## config.mk

```make
export PLATFORM = sky130hd
export DESIGN_NAME = axil_reg_slave
export DESIGN_NICKNAME = d
export VERILOG_FILES = /design/src/rtl/axil_reg_slave.sv
export SDC_FILE = /design/constraint.sdc
export NUM_CORES = 1
export LEC_CHECK = 0
export BUFFER_PORTS_ARGS = -buffer_cell sky130_fd_sc_hd__buf_4
export CAP_MARGIN = 10
export CORE_AREA = 2 2 236 238
export CTS_CLUSTER_DIAMETER = 200
export DETAILED_ROUTE_END_ITERATION = 10
export DIE_AREA = 0 0 238 240
export PLACE_DENSITY = 0.75
export REMOVE_ABC_BUFFERS = 1
export SKIP_CTS_REPAIR_TIMING = 1
export SKIP_LAST_GASP = 1
export SLEW_MARGIN = 15
export SYNTH_ARGS = -nofsm -noshare
export SYNTH_HDL_FRONTEND = slang
export SYNTH_SLANG_ARGS = --single-unit
```

## constraint.sdc

```tcl
create_clock -name clk -period 2.4 [get_ports clk]
set_clock_uncertainty 0.1 [all_clocks]
set_input_delay 0 -clock clk [delete_from_list [all_inputs] [get_ports clk]]
set_output_delay 0 -clock clk [all_outputs]
set_load 0.05 [all_outputs]
```

## src/rtl/axil_reg_slave.sv

```systemverilog
// AXI-Lite register slave: word 0 is a read-only ID, remaining words are R/W
// with byte strobes. Independent write and read FSMs run concurrently.
module axil_reg_slave #(
  parameter int unsigned ADDR_WIDTH      = 32,
  parameter int unsigned AXIL_DATA_WIDTH = 32,
  parameter int unsigned AXIL_STRB_WIDTH = AXIL_DATA_WIDTH / 8,
  parameter int unsigned NUM_REGS        = 16,
  parameter logic [AXIL_DATA_WIDTH-1:0] ID_VALUE = 32'hA5A5_0001
) (
  input  logic                       clk,
  input  logic                       rst,
  input  logic [ADDR_WIDTH-1:0]      s_axil_awaddr,
  input  logic [2:0]                 s_axil_awprot,
  input  logic                       s_axil_awvalid,
  output logic                       s_axil_awready,
  input  logic [AXIL_DATA_WIDTH-1:0] s_axil_wdata,
  input  logic [AXIL_STRB_WIDTH-1:0] s_axil_wstrb,
  input  logic                       s_axil_wvalid,
  output logic                       s_axil_wready,
  output logic [1:0]                 s_axil_bresp,
  output logic                       s_axil_bvalid,
  input  logic                       s_axil_bready,
  input  logic [ADDR_WIDTH-1:0]      s_axil_araddr,
  input  logic [2:0]                 s_axil_arprot,
  input  logic                       s_axil_arvalid,
  output logic                       s_axil_arready,
  output logic [AXIL_DATA_WIDTH-1:0] s_axil_rdata,
  output logic [1:0]                 s_axil_rresp,
  output logic                       s_axil_rvalid,
  input  logic                       s_axil_rready
);

  localparam int unsigned IDX_W       = $clog2(NUM_REGS);
  localparam logic [1:0]  RESP_OKAY   = 2'b00;
  localparam logic [1:0]  RESP_SLVERR = 2'b10;

  typedef enum logic [1:0] {W_IDLE, W_HAVE_ADDR, W_HAVE_DATA, W_RESP} w_state_e;
  typedef enum logic {R_IDLE, R_RESP} r_state_e;

  w_state_e w_state_q, w_state_d;
  r_state_e r_state_q, r_state_d;

  logic                       awready_q, awready_d, wready_q, wready_d;
  logic                       bvalid_q, bvalid_d, arready_q, arready_d;
  logic                       rvalid_q, rvalid_d;
  logic [1:0]                 bresp_q, bresp_d, rresp_q, rresp_d;
  logic [AXIL_DATA_WIDTH-1:0] rdata_q, rdata_d;
  logic [ADDR_WIDTH-1:0]      awaddr_q;
  logic [AXIL_DATA_WIDTH-1:0] wdata_q;
  logic [AXIL_STRB_WIDTH-1:0] wstrb_q;
  logic [AXIL_DATA_WIDTH-1:0] regs_q [NUM_REGS];

  logic                       aw_hs_c, w_hs_c, ar_hs_c, commit_c;
  logic [ADDR_WIDTH-1:0]      wr_addr_c;
  logic [AXIL_DATA_WIDTH-1:0] wr_data_c;
  logic [AXIL_STRB_WIDTH-1:0] wr_strb_c;
  logic [IDX_W-1:0]           wr_idx_c, rd_idx_c;
  logic                       wr_err_c, rd_oor_c;
  logic                       unused_c;

  assign unused_c = ^{s_axil_awprot, s_axil_arprot};

  assign aw_hs_c = s_axil_awvalid && awready_q;
  assign w_hs_c  = s_axil_wvalid && wready_q;
  assign ar_hs_c = s_axil_arvalid && arready_q;

  // A half arriving this cycle is used directly; the other comes from its latch.
  assign wr_addr_c = aw_hs_c ? s_axil_awaddr : awaddr_q;
  assign wr_data_c = w_hs_c ? s_axil_wdata : wdata_q;
  assign wr_strb_c = w_hs_c ? s_axil_wstrb : wstrb_q;
  assign wr_idx_c  = wr_addr_c[IDX_W+1:2];
  assign wr_err_c  = (|(wr_addr_c >> (IDX_W + 2))) || (wr_idx_c == '0);

  assign rd_idx_c  = s_axil_araddr[IDX_W+1:2];
  assign rd_oor_c  = |(s_axil_araddr >> (IDX_W + 2));

  always_comb begin
    w_state_d = w_state_q;
    commit_c  = 1'b0;
    case (w_state_q)
      W_IDLE: begin
        if (aw_hs_c && w_hs_c) begin
          w_state_d = W_RESP;
          commit_c  = 1'b1;
        end else if (aw_hs_c) begin
          w_state_d = W_HAVE_ADDR;
        end else if (w_hs_c) begin
          w_state_d = W_HAVE_DATA;
        end
      end
      W_HAVE_ADDR: begin
        if (w_hs_c) begin
          w_state_d = W_RESP;
          commit_c  = 1'b1;
        end
      end
      W_HAVE_DATA: begin
        if (aw_hs_c) begin
          w_state_d = W_RESP;
          commit_c  = 1'b1;
        end
      end
      W_RESP: begin
        if (s_axil_bready) w_state_d = W_IDLE;
      end
      default: w_state_d = W_IDLE;
    endcase
    awready_d = (w_state_d == W_IDLE) || (w_state_d == W_HAVE_DATA);
    wready_d  = (w_state_d == W_IDLE) || (w_state_d == W_HAVE_ADDR);
    bvalid_d  = (w_state_d == W_RESP);
    bresp_d   = commit_c ? (wr_err_c ? RESP_SLVERR : RESP_OKAY) : bresp_q;
  end

  always_comb begin
    r_state_d = r_state_q;
    rdata_d   = rdata_q;
    rresp_d   = rresp_q;
    case (r_state_q)
      R_IDLE: begin
        if (ar_hs_c) begin
          r_state_d = R_RESP;
          if (rd_oor_c) begin
            rdata_d = '0;
            rresp_d = RESP_SLVERR;
          end else if (rd_idx_c == '0) begin
            rdata_d = ID_VALUE;
            rresp_d = RESP_OKAY;
          end else begin
            rdata_d = regs_q[rd_idx_c];
            rresp_d = RESP_OKAY;
          end
        end
      end
      R_RESP: begin
        if (s_axil_rready) r_state_d = R_IDLE;
      end
      default: r_state_d = R_IDLE;
    endcase
    arready_d = (r_state_d == R_IDLE);
    rvalid_d  = (r_state_d == R_RESP);
  end

  always_ff @(posedge clk or negedge rst) begin
    if (!rst) begin
      w_state_q <= W_IDLE;
      r_state_q <= R_IDLE;
      awready_q <= 1'b0;
      wready_q  <= 1'b0;
      bvalid_q  <= 1'b0;
      bresp_q   <= '0;
      arready_q <= 1'b0;
      rvalid_q  <= 1'b0;
      rresp_q   <= '0;
      rdata_q   <= '0;
      awaddr_q  <= '0;
      wdata_q   <= '0;
      wstrb_q   <= '0;
    end else begin
      w_state_q <= w_state_d;
      r_state_q <= r_state_d;
      awready_q <= awready_d;
      wready_q  <= wready_d;
      bvalid_q  <= bvalid_d;
      bresp_q   <= bresp_d;
      arready_q <= arready_d;
      rvalid_q  <= rvalid_d;
      rresp_q   <= rresp_d;
      rdata_q   <= rdata_d;
      if (aw_hs_c) awaddr_q <= s_axil_awaddr;
      if (w_hs_c) begin
        wdata_q <= s_axil_wdata;
        wstrb_q <= s_axil_wstrb;
      end
    end
  end

  // Register bank; commit happens on the edge that enters W_RESP.
  always_ff @(posedge clk or negedge rst) begin
    if (!rst) begin
      for (int unsigned i = 0; i < NUM_REGS; i++) regs_q[i] <= '0;
    end else if (commit_c && !wr_err_c) begin
      for (int unsigned b = 0; b < AXIL_STRB_WIDTH; b++) begin
        if (wr_strb_c[b]) regs_q[wr_idx_c][8*b +: 8] <= wr_data_c[8*b +: 8];
      end
    end
  end

  assign s_axil_awready = awready_q;
  assign s_axil_wready  = wready_q;
  assign s_axil_bvalid  = bvalid_q;
  assign s_axil_bresp   = bresp_q;
  assign s_axil_arready = arready_q;
  assign s_axil_rvalid  = rvalid_q;
  assign s_axil_rresp   = rresp_q;
  assign s_axil_rdata   = rdata_q;

endmodule

```

==> results.cfg <==
[setup_path]
worstSetupStartpointType = flop
worstReg2RegEnd = regs_q[352]$_DFFE_PN0P_
reg2regPathDepth = 9
r2r_slack_ps = -80
timing.rr.start = awaddr_q[24]$_DFF_PN0_
path_class = flop to flop
critPathLaunch = awaddr_q[24]$_DFF_PN0_
crit_fanout = 10
end_kind = flop
worstPathRequired_ps = 2810
crit_arrival_ps = 2890

[grt]
grt_pass1_vias = 17633
grt-ovfl-total = 0
grt_usage_pct = 24.55
antenna_found_initial = 0
grt_pass1_wl_um = 107100
grt_start_max_net_pins = 80

[power_and_ir_drop]
power_density_nw_per_um2 = 734.6
ir_drop_mv = 0.6740
power_leakage_nw = 18.64
pwr-share-seq_pct = 41.9
combinationalPowerShare_pct = 21.7
swShare_pct = 30.92
p_switching_w = 0.008303
p_total_w = 0.02685
power_frac_clock_pct = 36.4
power.internal_w = 0.01855

[timing]
clock.fmax_ghz = 0.4039
hold_viol_final = 4
finalSetupTns_ps = -4788
tightest_slew_ps = 894.6
setup_ws_ps = -75.78
rsz0062_at_grt = true
post-route-min-period_ps = 2476
finalCritPeriodShare_pct = 103.2
slew_violations = 0
hold_slack_ps = -32.56
relSlewSlack_pct = 40.36
setup_viol = 221

[drt]
num_vias = 16773
dr.pass1.iters = 5
drtAntennaViolNets = 0
totalWireLength_um = 72020
wl_per_cell_um = 25.32
drc = 0
vias_per_cell = 5.898
drt_iter0_drc = 1094

[status]
outcome = finished with violations
failed_checks = negative hold slack, negative setup slack

[yosys]
ys.flop_type = dfrtp_1
synthCells = 1757
syn-cell-area_um2 = 29620
ys_types = 50
yosys_warnings = 0
synth_edf_count = 0
avgSynthCellArea_um2 = 16.86
ys_seq_elements = 610
async_flop_share_pct = 100.0
seq_area_frac_synth_pct = 51.54

[hold_path]
min_to = s_axil_rdata[27]$_DFFE_PN0P_
min_delay_path_depth = 7
min_from = s_axil_araddr[18]
hp-class = input port to flop

[floorplan]
rows = 86
die_width_um = 238
coreArea_um2 = 54660
dieHeight_um = 240
pin_count = 154
die_area_um2 = 57120
start_util_pct = 54.19

[placed_design]
post-dp-hpwl_um = 43100
portBuffers = 141
gp_congestion = 0.8071

[layout]
drive_above_1_share_pct = 54.44
area_growth_pct = 23.40
final_nets = 2203
diodes = 0
regArea_um2 = 15260
multiInputGateArea_um2 = 13790
fill_cells = 3498

[clock_network]
cts_sinks = 610
clk-insertion-delay-late_ps = 630
clk_path_buf_depth = 3
cts_tree = done
htreeDepth = 2
cts_made_buffers = 60
cts_root_buffer = clkbuf_16
clkTransAtPathRegs_ps = 60

[flow_run]
max-cap-violations = 0
synthesized netlist by cell type, drive strengths merged, types with 12 or more instances:
cell,instances,area (µm²)
buf,45,367.8
nor2,18,90.08
nor3,12,195.2
mux2,516,7312
nand4,64,1292
nand2,114,427.9
inv,29,108.9
o21ai,26,130.1
clkbuf,91,361.6
dfrtp,610,15260
mux4,151,3401
nor4,18,112.6
stage by stage:
stage | hold WS, ps | area, µm² | setup WS (ps) | instances | util, %
6_report | -32.56 | 36550 | -75.78 | 2844 | 66.87
5_1_grt | -3.376 | 36550 | -169.7 | 2844 | 66.87
4_1_cts | -774.1 | 34830 | -137.2 | 2720 | 63.72
3_5_place_dp | -108.3 | 32780 | -121.1 | 2608 | 59.96
3_3_place_gp | -106.8 | 32780 | -53.13 | 2608 | 59.96
2_1_floorplan | -395.6 | 28890 | -9478 | 1622 | -
kinds of logic after synthesis:
kind of cell | Yosys count | synth area share, %
other | 1 | 0.01266
muxes | 677 | 36.51
DFF | 610 | 51.54
buffers and inverters | 165 | 2.830
and+or+nand+nor | 242 | 7.608
AOI/OAI and AO/OA | 62 | 1.508
cell usage in the layout (no fill, tap or decap), types with 2 or more instances in the layout:
cell type / count
a211oi_4: 2
a21o_1: 2
a21oi_1: 10
a22o_1: 9
a31oi_4: 3
and3_2: 2
and4_1: 2
and4b_1: 2
buf_12: 77
buf_16: 3
buf_4: 215
buf_6: 8
bufinv_16: 6
clkbuf_1: 13
clkbuf_16: 67
clkbuf_8: 15
clkinv_2: 13
clkinvlp_4: 2
conb_1: 2
dfrtp_1: 610
dlygate4sd3_1: 94
inv_1: 29
inv_6: 2
mux2_1: 12
mux2_2: 70
mux2_4: 434
mux2i_1: 9
mux4_2: 151
nand2_1: 113
nand4_1: 4
nand4_4: 59
nand4b_1: 2
nor2_1: 13
nor2_4: 4
nor3_4: 12
nor4_1: 16
o21ai_0: 26
o221a_4: 2
state kept, by name, indices dropped and copies added, names as in the netlist:
signal and cells:
awaddr_q 30, s_axil_rresp 1, s_axil_bresp 1, s_axil_wready 1, wstrb_q 4, s_axil_rvalid 1
s_axil_awready 1, wdata_q 32, s_axil_arready 1, s_axil_bvalid 1, s_axil_rdata 32, regs_q 503
w_state_q 2
power by group through the flow:
stage | Combinational, W | Sequential [W] | Clock, W
6_report | 0.00581 | 0.0113 | 0.00979
5_1_grt | 0.00622 | 0.0113 | 0.0103
4_1_cts | 0.00528 | 0.0112 | 0.00994
3_5_place_dp | 0.00524 | 0.0114 | 0
3_3_place_gp | 0.00505 | 0.0113 | 0
2_1_floorplan | 0.00298 | 0.0115 | 0
how the worst max path moves through the flow:
stage	to	slack, ps	cells after the start
6_report	regs_q[352]$_DFFE_PN0P_	-80	9
3_5_place_dp	regs_q[402]$_DFFE_PN0P_	-120	7
5_1_grt	regs_q[352]$_DFFE_PN0P_	-170	9
4_1_cts	regs_q[166]$_DFFE_PN0P_	-140	6
2_1_floorplan	regs_q[0]$_DFFE_PN0P_	-9480	4
3_3_place_gp	regs_q[163]$_DFFE_PN0P_	-50	6
per-layer routing:
metal  global-route usage (%)  share of wire [%]
met5                        0                  0
met4                    7.235                2.9
met3                    4.868                5.0
met2                    39.64                 49
met1                    34.08                 43
critical path, cell delays in order, from the launching register on:
cell     delay (ps)
dfrtp_1         400
nor4_2          360
nand4_1         210
mux2i_4         210
buf_12          210
buf_12          130
buf_4           130
nand4_4         100
buf_12          200
mux2_4          310
cell type report:
class                      instances  share of cell area [%]
clock buffer                      88                   4.837
clock inverter                    24                  0.7839
inverter                          29                  0.2978
multi-input combinational        984                   37.74
sequential                       610                   41.76
tap                              704                   2.410
timing repair buffer             405                   12.17
No activity file was read; power rests on OpenSTA's default activity.
